$ cat config.mk
export PLATFORM = sky130hd
export DESIGN_NAME = handshake_const_eq_buffered
export DESIGN_NICKNAME = d
export VERILOG_FILES = /design/src/rtl/handshake_pkg.sv /design/src/rtl/handshake_skid_buffer_2.sv /design/src/rtl/handshake_const_eq_buffered.sv
export SDC_FILE = /design/constraint.sdc
export NUM_CORES = 1
export LEC_CHECK = 0
export BUFFER_PORTS_ARGS = -buffer_cell sky130_fd_sc_hd__buf_2
export CORE_AREA = 2 2 39 41
export CTS_BUF_LIST = sky130_fd_sc_hd__clkbuf_8
export DETAILED_ROUTE_END_ITERATION = 12
export DIE_AREA = 0 0 41 43
export PLACE_DENSITY_LB_ADDON = 0.25
export SLEW_MARGIN = 20
export SYNTH_ARGS = -nofsm -noshare
export SYNTH_HDL_FRONTEND = slang
export SYNTH_SLANG_ARGS = --single-unit
$ cat constraint.sdc
create_clock -name clk -period 1.7 [get_ports clk]
set_input_delay 0.17 -clock clk [delete_from_list [all_inputs] [get_ports clk]]
set_output_delay 0.17 -clock clk [all_outputs]
set_load 0.01 [all_outputs]
$ cat src/rtl/handshake_pkg.sv
// -----------------------------------------------------------------------------
// handshake_pkg
// Shared definitions for the handshake operator library:
//   - hs_state_e   : occupancy state of a 2-slot registered-ready buffer
//   - all_ones()   : default all-ones constant helper
//   - hs_accept()  : input-side transfer condition (valid & ready)
//   - hs_send()    : output-side transfer condition (valid & ready)
// No ports (package).
// -----------------------------------------------------------------------------
package handshake_pkg;

    // Widest constant the all_ones helper can produce.
    localparam int unsigned MAX_CONST_WIDTH = 64;

    // Buffer occupancy: no token, one token in main slot, both slots in use.
    typedef enum logic [1:0] {
        EMPTY = 2'd0,
        ONE   = 2'd1,
        FULL  = 2'd2
    } hs_state_e;

    // All-ones pattern of the requested width (right-aligned, zero above).
    function automatic logic [MAX_CONST_WIDTH-1:0] all_ones(input int unsigned width);
        logic [MAX_CONST_WIDTH-1:0] ones;
        ones = {MAX_CONST_WIDTH{1'b1}};
        if (width >= MAX_CONST_WIDTH) begin
            return ones;
        end else begin
            return ones >> (MAX_CONST_WIDTH - width);
        end
    endfunction

    // A token moves into a block on the input channel.
    function automatic logic hs_accept(input logic valid, input logic ready);
        return valid & ready;
    endfunction

    // A token leaves a block on the output channel.
    function automatic logic hs_send(input logic valid, input logic ready);
        return valid & ready;
    endfunction

endpackage : handshake_pkg

$ cat src/rtl/handshake_skid_buffer_2.sv
// -----------------------------------------------------------------------------
// handshake_skid_buffer_2
// Generic 2-slot buffer with a registered ready. Latency 1, throughput 1
// token/cycle; in_ready depends only on state, so no combinational path runs
// from out_ready back to in_ready.
// Ports:
//   clk        in   clock, rising edge
//   rst        in   synchronous active-high reset (also gates the outputs)
//   in_data    in   WIDTH   incoming token payload
//   in_valid   in   incoming token valid
//   in_ready   out  buffer can take a token (not FULL)
//   out_data   out  WIDTH   head-of-buffer payload
//   out_valid  out  head-of-buffer valid (not EMPTY)
//   out_ready  in   downstream takes the head token
// -----------------------------------------------------------------------------
module handshake_skid_buffer_2
    import handshake_pkg::*;
#(
    parameter int unsigned WIDTH = 1
) (
    input  logic             clk,
    input  logic             rst,
    input  logic [WIDTH-1:0] in_data,
    input  logic             in_valid,
    output logic             in_ready,
    output logic [WIDTH-1:0] out_data,
    output logic             out_valid,
    input  logic             out_ready
);

    hs_state_e        state_q, state_d;
    logic [WIDTH-1:0] main_q, main_d;
    logic [WIDTH-1:0] skid_q, skid_d;
    logic             accept_s;
    logic             send_s;

    // Outputs decode from registers only; rst forces the channel quiet.
    assign in_ready  = (state_q != FULL) & ~rst;
    assign out_valid = (state_q != EMPTY) & ~rst;
    assign out_data  = rst ? {WIDTH{1'b0}} : main_q;

    assign accept_s = hs_accept(in_valid, in_ready);
    assign send_s   = hs_send(out_valid, out_ready);

    // Next-state and slot update logic.
    always_comb begin
        state_d = state_q;
        main_d  = main_q;
        skid_d  = skid_q;
        case (state_q)
            EMPTY: begin
                if (accept_s) begin
                    state_d = ONE;
                    main_d  = in_data;
                end else begin
                    state_d = EMPTY;
                end
            end
            ONE: begin
                if (accept_s && !send_s) begin
                    state_d = FULL;
                    skid_d  = in_data;
                end else if (!accept_s && send_s) begin
                    state_d = EMPTY;
                end else if (accept_s && send_s) begin
                    // Head leaves while the new token replaces it directly.
                    state_d = ONE;
                    main_d  = in_data;
                end else begin
                    state_d = ONE;
                end
            end
            FULL: begin
                // in_ready is low here, so only a send can happen.
                if (send_s) begin
                    state_d = ONE;
                    main_d  = skid_q;
                end else begin
                    state_d = FULL;
                end
            end
            default: begin
                state_d = EMPTY;
            end
        endcase
    end

    // State and slot registers with synchronous reset.
    always_ff @(posedge clk) begin
        if (rst) begin
            state_q <= EMPTY;
            main_q  <= {WIDTH{1'b0}};
            skid_q  <= {WIDTH{1'b0}};
        end else begin
            state_q <= state_d;
            main_q  <= main_d;
            skid_q  <= skid_d;
        end
    end

endmodule : handshake_skid_buffer_2

$ cat src/rtl/handshake_const_eq_buffered.sv
// -----------------------------------------------------------------------------
// handshake_const_eq_buffered
// Compares each accepted input token against CONST_VALUE and emits the 1-bit
// equality result through a 2-slot registered-ready buffer (latency 1,
// throughput 1 token/cycle).
// Optional build macro: HANDSHAKE_CONST_EQ_STATS_EN adds COUNT_WIDTH and the
// match_count output (saturating count of matching accepts).
// Ports:
//   clk           in   clock, rising edge
//   rst           in   synchronous active-high reset
//   ins           in   DATA_WIDTH  input data token
//   ins_valid     in   input token valid
//   ins_ready     out  block can accept a token
//   result        out  1 when the token equals CONST_VALUE
//   result_valid  out  result token valid
//   result_ready  in   downstream accepts the result
//   match_count   out  COUNT_WIDTH (stats build only)
// -----------------------------------------------------------------------------
module handshake_const_eq_buffered
    import handshake_pkg::*;
#(
    parameter int unsigned DATA_WIDTH = 32,
    parameter logic [DATA_WIDTH-1:0] CONST_VALUE = DATA_WIDTH'(all_ones(DATA_WIDTH))
`ifdef HANDSHAKE_CONST_EQ_STATS_EN
    ,
    parameter int unsigned COUNT_WIDTH = 16
`endif
) (
    input  logic                  clk,
    input  logic                  rst,
    input  logic [DATA_WIDTH-1:0] ins,
    input  logic                  ins_valid,
    output logic                  ins_ready,
    output logic                  result,
    output logic                  result_valid,
    input  logic                  result_ready
`ifdef HANDSHAKE_CONST_EQ_STATS_EN
    ,
    output logic [COUNT_WIDTH-1:0] match_count
`endif
);

    logic eq_s;

    // Full-width unsigned comparison against the constant.
    assign eq_s = (ins == CONST_VALUE);

    handshake_skid_buffer_2 #(
        .WIDTH (1)
    ) u_buf (
        .clk       (clk),
        .rst       (rst),
        .in_data   (eq_s),
        .in_valid  (ins_valid),
        .in_ready  (ins_ready),
        .out_data  (result),
        .out_valid (result_valid),
        .out_ready (result_ready)
    );

`ifdef HANDSHAKE_CONST_EQ_STATS_EN
    logic                   accept_s;
    logic [COUNT_WIDTH-1:0] match_count_q, match_count_d;

    assign accept_s    = hs_accept(ins_valid, ins_ready);
    assign match_count = match_count_q;

    // Count matches at accept time, holding at all-ones instead of wrapping.
    always_comb begin
        match_count_d = match_count_q;
        if (accept_s && eq_s && (match_count_q != {COUNT_WIDTH{1'b1}})) begin
            match_count_d = match_count_q + COUNT_WIDTH'(1);
        end else begin
            match_count_d = match_count_q;
        end
    end

    // Match counter register.
    always_ff @(posedge clk) begin
        if (rst) begin
            match_count_q <= {COUNT_WIDTH{1'b0}};
        end else begin
            match_count_q <= match_count_d;
        end
    end
`endif

endmodule : handshake_const_eq_buffered

* Word level (Yosys, flattened, before mapping)
Cells that the tools add are included.
Word-level totals: flip-flop bits (word level) 4, bits of input ports 36, output and inout port bits 3, word-level logic and storage cells 39
Cells by class: equality and inequality tests 9, mux-type cells 12, bitwise operators 5, reduce and logical (&&, ||, !) cells 10
Operators by type and width (number):
- == test 32 bit, second input constant | 1
- two-way mux 1 bit | 8
- != test 2 x 1 -> 1 bit, second input constant | 3
- != test 2 bit, second input constant | 3
- one-hot mux 2 bit (3 select lines) | 1
- AND reduction 6 bit | 1
- AND 1 bit | 4
- two-way mux 2 bit | 2
- logical AND 1 bit | 3
- one-hot mux 1 bit (3 select lines) | 1
- nonzero test 3 bit | 1
- == test 2 x 1 -> 1 bit, second input constant | 1
- == test 2 bit, second input constant | 1
- logical NOT 1 bit | 2
- logical NOT 2 bit | 1
- AND reduction 2 bit | 1
- nonzero test 2 bit | 1
- inverter 1 bit | 1

* Depth between registers and ports, before layout
depth after elaboration 8, gate-level depth with buffers 9, depth with buffers taken out 9

* Hierarchy
Synthesis repeated with hierarchy kept, for this count alone.
Unflattened totals: cells, all modules 39, area, all modules 294.0 µm²
By module, submodules not included:
- handshake_skid_buffer_2 | instances 1, cells an instance 28, area an instance 225.2 µm², seq. area each 80.1 µm²
- handshake_const_eq_buffered | instances 1, cells an instance 11, area an instance 68.8 µm², seq. area each 0.0 µm²

* Worst setup path before layout
Ideal clock, no wire load.
path type register -> register, start register u_buf.state_q[0], end register u_buf.main_q, setup time 121 ps, data arrival time 1949 ps, data required time 1579 ps, slack -370 ps, cell stages (with the launch flop) 10, buffers on the path 0, period minus slack after synthesis 2070 ps, cell sequence dfxtp_1 and2b_2 nor2_1 and2_1 inv_2 ha_1 or3b_1 a22oi_2 and3_1 a211oi_2
Between the ends: longest elaborated chain between the ends 7, elaborated cells between the ends (all ways) 22, classes of those cells eq/ne (8); mux (1); bitwise (4); reduce/logical (9)
Ends and longest elaborated chain:
- start, declared | RTL line handshake_skid_buffer_2.sv:31 | hs_state_e state_q, state_d;
- start signal, assigned | RTL line handshake_skid_buffer_2.sv:95 | state_q <= state_d;
- != test 2 bit * | RTL line handshake_skid_buffer_2.sv:38 | assign in_ready = (state_q != FULL) & ~rst;
- AND 1 bit * | RTL line handshake_skid_buffer_2.sv:38
- named net ins_ready | RTL line handshake_const_eq_buffered.sv:33 | output logic ins_ready,
- AND 1 bit * | RTL line handshake_pkg.sv:35 | return valid & ready;
- logical NOT 1 bit | RTL line handshake_skid_buffer_2.sv:63 | end else if (!accept_s && send_s) begin
- logical AND 1 bit | RTL line handshake_skid_buffer_2.sv:63
- != test 2 bit (no line)
- AND reduction 6 bit (no line) *
- end signal, assigned | RTL line handshake_skid_buffer_2.sv:92 | main_q <= {WIDTH{1'b0}};
- end signal, assigned | RTL line handshake_skid_buffer_2.sv:96 | main_q <= main_d;
- end, declared | RTL line handshake_skid_buffer_2.sv:32 | logic [WIDTH-1:0] main_q, main_d;
Mark *: on every way through the listed nets, which the timed path passes. The rest lies on a longest branch. A chain may end at the register's enable or synchronous reset.

* Worst setup path after layout
start register u_buf.state_q[0], end register u_buf.main_q
Between the ends: longest elaborated chain between the ends 7, elaborated cells between the ends (all ways) 22, classes of those cells eq/ne (8); mux (1); bitwise (4); reduce/logical (9)
Ends and longest elaborated chain (RTL line):
- != test 2 bit or nonzero test 2 bit (tied branches) | handshake_skid_buffer_2.sv:38, handshake_skid_buffer_2.sv:39
- AND 1 bit (on tied branches) | handshake_skid_buffer_2.sv:38, handshake_skid_buffer_2.sv:39
- AND 1 bit (on tied branches) | handshake_pkg.sv:35, handshake_pkg.sv:40
- logical NOT 1 bit (on tied branches) | handshake_skid_buffer_2.sv:63, handshake_skid_buffer_2.sv:60
- logical AND 1 bit (on tied branches) | handshake_skid_buffer_2.sv:63, handshake_skid_buffer_2.sv:60
- != test 2 bit (no line)
- AND reduction 6 bit (no line)
Parallel ways exist; a longest one is shown, timed or not.

==> metrics.csv <==
stage;metric;value;unit
sta;finClkSkew;0.00484;ns
logic_synthesis;synth_nets;86;
sta;rsz0062_at_grt;yes;
clock_tree;h-tree-depth;1;
floorplan;rows;14;
clock_tree;numCtsBuffers;3;
logic_synthesis;syn_avg_cell_area;7.99;sq um
pwr;powerDensity;592;nW/um^2
pwr;switchingPower;0.108;mW
routing;wl_met1;464;um
routing;vias_per_cell;4.74;
floorplan;ios;39;
setup_path;crit_required;1.81;ns
setup_path;endpoint;u_buf.main_q$_SDFFE_PP0P_;
floorplan;core;1380;sq um
setup_path;crit_fanout;3;
routing;highest_layer;met3;
global_route;grt_pass1_vias;566;
global_route;grt_pass1_wl;2.07;mm
floorplan;die_y;43;um
cells_and_area;nets;138;
clock_tree;postCtsHoldBufs;0;
place;dpl_cell_area;664;sq um
clock_tree;clk_path_buf_depth;2;
cells_and_area;multiInputGateArea;314;sq um
setup_path;start_kind;flop;
pwr;cellLeakagePower;0.362;nW
setup_path;reg2reg_from;u_buf.state_q[0]$_SDFF_PP0_;
logic_synthesis;syn_area;375;sq um
logic_synthesis;yosysWarnings;0;
min_path;hp-class;input port to flop;
clock_tree;clkTransAtPathRegs;0.04;ns
global_route;gr-total-overflow;0;
pwr;power_frac_clock;47.4;%
sta;hold_viol_final;0;
sta;drv_slew;0;
clock_tree;clk_latency;0.22;ns
logic_synthesis;ys_seq_elements;4;
cells_and_area;area_growth;94.7;%
routing;wl;1.25;mm
routing;drtIter0Drc;5;
routing;wl_met2;699;um
sta;setup-violations-final;1;
global_route;antenna_found_initial;0;
sta;period_share;107;%
setup_path;setup.worst_path.end_class;flop;
clock_tree;cts_setup_buffers;0;
cells_and_area;nFillCells;144;
global_route;grt_start_max_net_pins;7;
sta;layout_setup_ws;-0.118;ns
routing;drt_first_pass_iters;4;
setup_path;rr_worst_depth;9;
cells_and_area;final_cell_area;731;sq um
cells_and_area;n_antenna_cell;0;
clock_tree;cts_tree;yes;
routing;met3_length;87;um
pwr;peakVddDrop;0.391;mV
floorplan;start_util;27.1;%
sta;slew_headroom;74.6;%
routing;via_count;536;
setup_path;startpoint;u_buf.state_q[0]$_SDFF_PP0_;
cells_and_area;seqCellArea;82.6;sq um
setup_path;timing.rr.end;u_buf.main_q$_SDFFE_PP0P_;
clock_tree;clock-sinks;4;
floorplan;die_w;41;um
outcome;outcome;complete, but fails checks;
outcome;violations;negative setup slack;
logic_synthesis;synthDistinctLibCells;23;
floorplan;die-area;1760;sq um
place;place_ws;-0.137;ns
setup_path;path_class;flop to flop;
sta;worstMarginPinSlew;0.377;ns
pwr;p_int;0.325;mW
cells_and_area;drive_above_1_share;67.0;%
pwr;seqPwrFrac;24.2;%
logic_synthesis;synth_seq_area_share;21.3;%
job;cap_violations;0;
pwr;p_sw_share;24.9;%
global_route;grt_use_total;17.2;%
routing;drcViolationCount;0;
setup_path;crit_arrival;1.92;ns
clock_tree;cts-root-buf;clkbuf_8;
place;io_buffer_count;38;
pwr;comb_power_share;28.4;%
sta;period_minus_slack;1.82;ns
place;place_congestion;0.779;
routing;ant_nets;0;
setup_path;ff2ff_setup_slack;-0.12;ns
routing;wire_per_inst;11.1;um
sta;fmax;550;MHz
logic_synthesis;syn_inst;47;
power by group through the flow:
stage | clock [mW] | sequential, mW | combinational, mW
global route | 0.216 | 0.105 | 0.138
CTS | 0.210 | 0.105 | 0.123
detailed placement | 0 | 0.106 | 0.121
global placement | 0 | 0.106 | 0.118
finish | 0.205 | 0.105 | 0.123
floorplan | 0 | 0.106 | 0.0502
synthesized netlist by cell type:
master / instances / area share, %
nor2_1: 8 / 8.0
inv_1: 1 / 1.0
and3_1: 1 / 1.7
and2b_2: 1 / 2.3
a21oi_1: 3 / 4.0
mux2i_1: 1 / 2.7
and3b_2: 1 / 2.7
inv_2: 1 / 1.0
nor2b_1: 1 / 1.7
nand2b_1: 2 / 3.3
and2_1: 1 / 1.7
nand4b_1: 1 / 2.3
a22oi_2: 1 / 3.3
buf_4: 1 / 2.0
nand2_1: 2 / 2.0
ha_1: 3 / 10
nand4_1: 9 / 15
nor4_1: 1 / 1.7
dfxtp_1: 4 / 21
nand2b_2: 1 / 2.3
a21oi_4: 1 / 4.3
a211oi_2: 1 / 3.3
or3b_1: 1 / 2.3
logic make-up (layout without fill, tap and decap cells):
kind of cell | Yosys count | after routing | share of synthesized area [%]
AO/OA/AOI/OAI | 6 | 6 | 15.0
adder cells (fa/ha/maj) | 3 | 3 | 10.0
buffers and inverters | 3 | 53 | 4.00
flip-flops | 4 | 4 | 21.3
multiplexers | 1 | 1 | 2.67
AND/OR/NAND/NOR | 30 | 30 | 47.0
worst max-delay path: stages (launching register included):
cell and delay [ns]:
dfxtp_2 0.32, and2b_2 0.24, nor2_4 0.08, and2_4 0.16, inv_2 0.04, ha_4 0.13
or3b_1 0.35, a22oi_2 0.14, and3_1 0.19, a211oi_2 0.06
cell usage in the layout (no fill, tap or decap), types with 2 or more instances in the layout:
cell type	synthesis	final
a21oi_1	3	2
buf_2	0	38
buf_4	1	10
clkbuf_8	0	3
dfxtp_1	4	2
dfxtp_2	0	2
ha_1	3	2
nand2_1	2	2
nand4_1	9	9
nor2_1	8	7
what timing repair did:
item	CTS	global route
setup endpoints to repair	1	3
gates resized for setup	2	3
pin swaps	0	4
registers in the layout, summed over array words and instances (netlist names):
register       count
u_buf.main_q       1
u_buf.state_q      2
u_buf.skid_q       1
routing by layer:
layer | GRT usage (%) | vias to the layer above
met5 | 0 | -
met4 | 8.00 | 0
met3 | 1.57 | 0
met2 | 31.9 | 21
met1 | 17.4 | 242
li1 | - | 273
layout make-up:
| class | count | share of cell area [%] |
|---|---|---|
| flip-flops and latches | 4 | 11.3 |
| multi-input cells | 40 | 43.0 |
| clock buffers | 3 | 5.65 |
| inverters | 2 | 1.03 |
| well taps | 16 | 2.74 |
| repair buffers | 48 | 36.3 |
how the worst min path moves through the flow:
stage / startpoint / to / slack [ns] / cells after the start
final: rst / u_buf.state_q[0]$_SDFF_PP0_ / 0.20 / 2
after floorplan: result_ready / u_buf.state_q[0]$_SDFF_PP0_ / 0.31 / 2
after global routing: rst / u_buf.state_q[0]$_SDFF_PP0_ / 0.21 / 2
after CTS: rst / u_buf.state_q[0]$_SDFF_PP0_ / 0.20 / 2
after detailed placement: rst / u_buf.state_q[0]$_SDFF_PP0_ / 0.43 / 2
after global placement: rst / u_buf.state_q[0]$_SDFF_PP0_ / 0.42 / 2
per-stage QoR:
step                utilization (%)  instances  power [mW]  hold slack [ns]  TNS (ns)
floorplan                         -         47       0.156            0.309    -0.200
global placement               48.0        110       0.224            0.420    -0.104
detailed placement             48.0        110       0.227            0.426    -0.137
CTS                            51.9        113       0.438            0.195    -0.125
global route                   52.8        113       0.459            0.212    -0.270
finish                         52.8        113       0.433            0.197    -0.118
No activity file was read; power rests on OpenSTA's default activity.
